===== src/rtl/mac_sequencer.sv =====
// Operand store and two-pass sequencer for result = a*b + c*d.
// A single external multiplier is shared: pass one computes a*b, pass two computes c*d.
module mac_sequencer #(
  parameter int MUL_LAT = 1
) (
  input  logic        clk,
  input  logic        reset,
  input  logic        load_en,
  input  logic [1:0]  load_sel,
  input  logic [7:0]  data_in,
  input  logic        start,
  input  logic [1:0]  rd_sel,
  output logic [7:0]  rd_data,
  output logic [7:0]  mul_a,
  output logic [7:0]  mul_b,
  input  logic [15:0] mul_p,
  output logic        busy,
  output logic        done,
  output logic        load_err,
  output logic [16:0] result
);

  localparam int CW = $clog2(MUL_LAT + 1);

  typedef enum logic [1:0] {IDLE, RUN_AB, RUN_CD, DONE} state_t;

  state_t      r_state;
  logic [CW-1:0] r_cnt;
  logic [7:0]  r_opnd [4];
  logic [16:0] r_acc;

  logic        w_load_ok;
  logic        w_last;
  logic [7:0]  w_a_nxt;
  logic [7:0]  w_b_nxt;

  // A load in the same cycle as start must reach the multiplier in the first pass,
  // so the operand values are forwarded from data_in before they land in r_opnd.
  // NOTE: every signal gets a default at the top of always_comb so no path leaves
  // it unassigned, which would otherwise infer a latch.
  always_comb begin
    w_load_ok = load_en && (r_state == IDLE);
    w_last    = (r_cnt == CW'(MUL_LAT - 1));
    w_a_nxt   = r_opnd[0];
    w_b_nxt   = r_opnd[1];
    if (w_load_ok && load_sel == 2'd0) w_a_nxt = data_in;
    if (w_load_ok && load_sel == 2'd1) w_b_nxt = data_in;
  end

  assign rd_data = r_opnd[rd_sel];

  // NOTE: sequential state uses non-blocking assignments only, so every register
  // samples pre-edge values regardless of statement order.
  always_ff @(posedge clk) begin
    if (reset) begin
      // NOTE: the operand array is a handful of flops, not a RAM, so clearing it
      // on reset costs nothing and gives a defined readback.
      for (int i = 0; i < 4; i++) r_opnd[i] <= '0;
      r_state  <= IDLE;
      r_cnt    <= '0;
      r_acc    <= '0;
      result   <= '0;
      mul_a    <= '0;
      mul_b    <= '0;
      busy     <= 1'b0;
      done     <= 1'b0;
      load_err <= 1'b0;
    end else begin
      done     <= 1'b0;
      load_err <= load_en && (r_state != IDLE);
      if (w_load_ok) r_opnd[load_sel] <= data_in;

      case (r_state)
        IDLE: begin
          if (start) begin
            r_state <= RUN_AB;
            r_cnt   <= '0;
            busy    <= 1'b1;
            mul_a   <= w_a_nxt;
            mul_b   <= w_b_nxt;
          end
        end
        RUN_AB: begin
          if (w_last) begin
            r_acc   <= {1'b0, mul_p};
            r_state <= RUN_CD;
            r_cnt   <= '0;
            mul_a   <= r_opnd[2];
            mul_b   <= r_opnd[3];
          end else begin
            r_cnt <= r_cnt + CW'(1);
          end
        end
        RUN_CD: begin
          if (w_last) begin
            result  <= r_acc + {1'b0, mul_p};
            r_state <= DONE;
            r_cnt   <= '0;
            mul_a   <= '0;
            mul_b   <= '0;
            done    <= 1'b1;
          end else begin
            r_cnt <= r_cnt + CW'(1);
          end
        end
        DONE: begin
          r_state <= IDLE;
          r_cnt   <= '0;
          busy    <= 1'b0;
        end
        default: begin
          r_state <= IDLE;
          r_cnt   <= '0;
          busy    <= 1'b0;
        end
      endcase
    end
  end

endmodule


===== config.mk =====
export PLATFORM = sky130hd
export DESIGN_NAME = mac_sequencer
export DESIGN_NICKNAME = d
export VERILOG_FILES = /design/src/rtl/mac_sequencer.sv
export SDC_FILE = /design/constraint.sdc
export NUM_CORES = 1
export LEC_CHECK = 0
export CORE_ASPECT_RATIO = 1.1
export CORE_UTILIZATION = 25
export DETAILED_ROUTE_END_ITERATION = 6
export GPL_TIMING_DRIVEN = 0
export SLEW_MARGIN = 25
export SYNTH_ARGS = -nofsm -noshare
export SYNTH_HDL_FRONTEND = slang
export SYNTH_SLANG_ARGS = --single-unit

===== constraint.sdc =====
create_clock -name clk -period 5.11 [get_ports clk]
set_input_delay 0.511 -clock clk [delete_from_list [all_inputs] [get_ports clk]]
set_output_delay 0.511 -clock clk [all_outputs]
set_load 0.005 [all_outputs]

==> Implementation_results.wiki, run 1 <==
{| class="wikitable"
! Metric !! Value
|-
| Outcome || finished, final reports clean
|-
| Total length of routed met2 wires || 5930 µm
|-
| MaxCap Viol Count || 0
|-
| CP Class || in -> reg
|-
| Post-CTS clock slew at the launch and capture registers of the worst setup and hold paths || 60 ps
|-
| Fraction of the core area covered by cells at the end of the flow || 32.9%
|-
| Highest routed metal layer || met4
|-
| Synth Area per Inst || 9.88 µm²
|-
| Post-detailed-route DRC marker count || 0
|-
| Starting Density || 25.6%
|-
| Required arrival time at the worst endpoint || 5370 ps
|-
| Worst-case setup slack after placement || 2070 ps
|-
| Sequential element share of the synthesized area || 45.0%
|-
| Chip height || 143 µm
|-
| Critical Path End Type || flip-flop
|-
| Post-route minimum period || 2680 ps
|-
| Cts bufs inserted || 9
|-
| Post-detail-place hpwl || 9360 µm
|-
| CP startpoint kind || input port
|-
| Proportion of netlist area held by the largest area contributor || 23.8%
|-
| Worst Tran Pin Value || 837 ps
|-
| Overall global routing resource usage || 14.1%
|-
| Hold slack final || 453 ps
|-
| Yosys synthesis warning count || 0
|-
| I/O pin cnt || 76
|-
| WP data arrival || 2940 ps
|-
| Clock latency reported for the late side of the worst-skew pair || 350 ps
|-
| Share of synthesized registers carrying an async set or reset || 0%
|-
| Final weighted congestion in routability-driven placement || 0.878
|-
| Core box area || 0.0177 mm²
|-
| Length in cells of the worst reg-to-reg path || 7
|-
| Register bit total from synthesis || 86
|-
| Hold violation count in the final report || 0
|-
| Die outline area || 0.0187 mm²
|-
| Reg-to-reg critical path endpoint || result[12]
|-
| Number of nets in the layout || 597
|-
| Average via count per standard cell || 4.75
|-
| Startpoint of the most critical setup path || mul_p[0]
|-
| Cell count after synthesis || 459
|-
| Initial antenna violation count || 0
|-
| Worst Min Path Start || mul_a[5]
|-
| Setup violators final || 0
|-
| Reg2Reg Setup Slack || 2740 ps
|-
| # resized after CTS || 0
|-
| Number of slew-limit violations in the final report || 0
|-
| Final sum of negative setup slack || 0 ps
|-
| Commonest cells post-synth || nand2_1, dfxtp_1, mux2i_1
|-
| Peak supply drop || 0.000200 V
|-
| Layout cells sized above 1 || 8.21%
|-
| Number of standard cells in the layout, taps in and fillers out || 786
|-
| Metal-1 WL || 5420 µm
|-
| Antenna diode count || 0
|-
| First-pass iteration count of the detailed router || 4
|-
| Number of global-route vias before repair || 3,724
|-
| Width of the die || 130 µm
|-
| Crit-path cells || clkdlybuf4s50_1, ha_1, fa_1, a211o_1, a211oi_2, nor3_1, or2_0, o31ai_1
|-
| Cell total after placement || 770
|-
| Biggest area contributors in the synthesized netlist || dfxtp_1, edfxtp_1, mux2i_1, ha_1, nand2_1
|-
| Yosys cell types || 60
|-
| Aggregate routed wire length || 12,400 µm
|-
| CP max-delay cell || clkdlybuf4s50_1
|-
| Leading cell type by number of instances after synthesis || nand2_1
|-
| Wire length per cell || 15.8 µm
|-
| Synthesized net count || 513
|-
| Largest net degree at the start of global routing || 15
|-
| Worst hold path type || reg -> reg
|-
| Post CTS Setup Buffer Count || 0
|-
| Static power due to leakage || 0.00218 µW
|-
| Depth of the worst hold-timing path || 2
|-
| Clock tree from TritonCTS || done
|-
| Buffer levels on the longest clock path || 2
|-
| Crit path max fanout || 3
|-
| # hold bufs at CTS || 0
|-
| Cell row count || 51
|-
| Flip-flop cell with the highest count after synthesis || dfxtp_1
|-
| Areal power density over the cells || 428 mW/mm²
|-
| Endpoint, Worst Hold || mul_a[5]
|-
| First-pass GRT wire length || 19,500 µm
|-
| DR vias || 3,734
|-
| Clock sink total || 86
|-
| Launching point of the worst reg2reg path || r_acc[0]
|-
| Upper clock frequency limit || 373 MHz
|-
| Clk root buf || clkbuf_16
|-
| Worst max-slew margin expressed relative to the limit || 43.8%
|-
| Longest individual stage delay on the worst path || 430 ps
|-
| Top cell type by total area after synthesis || dfxtp_1
|-
| Port Buffers || 72
|-
| Detail Route met3 WL || 892 µm
|-
| Count of flip-flops with a built-in enable after synthesis || 32
|-
| GRT Residual Overflow || 0
|-
| Remaining antenna violation count after routing || 0
|-
| Final worst-path setup slack || 2430 ps
|-
| Layout area overhead || 28.9%
|-
| Count of H-tree levels built during CTS || 3
|-
| Share of the clock period used by the worst path || 52.4%
|-
| Clock Skews || 3.81 ps
|-
| Iteration-0 DRC count of the detailed router || 205
|-
| Netlist area before placement || 0.00453 mm²
|-
| Setup repair after global routing missed its margin || false
|}
## state kept, by name, summed over array words and instances (netlist names)
register	flops
done	1
result	17
busy	1
mul_b	8
r_acc	16
r_opnd	32
mul_a	8
load_err	1
r_state	2
## kinds of logic after synthesis
family                     share of synthesized area [%]
buffers and inverters                               2.73
adders and majority gates                           6.24
muxes                                               12.1
and+or+nand+nor                                     19.7
xor gates and xnor gates                           0.386
AOI/OAI and AO/OA                                   13.8
DFF                                                 45.0
## worst max path at each step
stage | endpoint | cells after the start | slack, ps
3_3_place_gp | r_opnd[2][6] | 4 | 1950
5_1_grt | result[12] | 8 | 2330
3_5_place_dp | result[12] | 8 | 2070
4_1_cts | rd_data[4] | 3 | 2390
2_1_floorplan | result[12] | 7 | 2820
6_report | result[12] | 8 | 2430
## report_power, final
| part | total (µW) | switching, µW | internal [µW] |
|---|---|---|---|
| clock network | 609 | 282 | 328 |
| registers | 931 | 82.7 | 849 |
| logic | 962 | 526 | 436 |
## per-layer routing
| layer | vias to the layer above | track usage (%) |
|---|---|---|
| li1 | 1829 | - |
| met1 | 1757 | 17.4 |
| met2 | 131 | 23.1 |
| met3 | 17 | 4.31 |
| met4 | 0 | 4.48 |
| met5 | - | 0 |
## layout by cell type (no fill, tap or decap), types with 5 or more instances in the layout
master            n
buf_2             6
nor2_1           33
nand3_1           6
a211oi_1          5
mux4_2            8
edfxtp_1         32
o21ai_0          21
a21oi_1          28
nand2_1          65
ha_1             21
nand2b_1          9
mux2i_1          37
clkdlybuf4s50_1  72
and2_1           33
clkbuf_1         14
clkbuf_16         9
inv_1             7
dfxtp_1          54
## metrics by stage
step,power [µW],area (µm²)
after global routing,2660,5840
after detailed placement,1910,5580
final,2500,5840
after CTS,2530,5840
after floorplan,1510,4530
after global placement,1880,5550
## worst max-delay path, delay by kind of cell
family                     cells  cell delay (ps)
adders and majority gates      2              670
and+or+nand+nor                2              420
buffers and inverters          1              430
AOI/OAI and AO/OA              3              900
## layout make-up
class | count | area (µm²)
inverter | 7 | 26.3
sequential | 86 | 2040
fill | 1849 | 11900
clock buffer | 10 | 229
clock inverter | 6 | 37.5
tap | 238 | 298
buffer | 23 | 97.6
timing repair buffer | 73 | 726
multi-input combinational | 343 | 2390
Note: power is estimated with default switching activity, not from simulation.
==> run 2, diff against run 1 <==
==> constraint.sdc (replaced) <==
create_clock -name clk -period 2.8 [get_ports clk]
set_input_delay 0.28 -clock clk [delete_from_list [all_inputs] [get_ports clk]]
set_output_delay 0.28 -clock clk [all_outputs]
set_load 0.005 [all_outputs]
==> results of run 2 <==
Same layout as run 1 (identical final DEF). Status: finished, final reports clean.
Among the figures that moved: setup slack after placement 2070 ps -> -12.6 ps; setup slack after layout 2430 ps -> 353 ps; hold slack 453 ps -> 387 ps; register-to-register setup slack 2740 ps -> 430 ps; end point of the worst hold path mul_a[5] -> result[10]; total power 2500 µW -> 4570 µW; worst IR drop on VDD 0.000200 V -> 0.000364 V
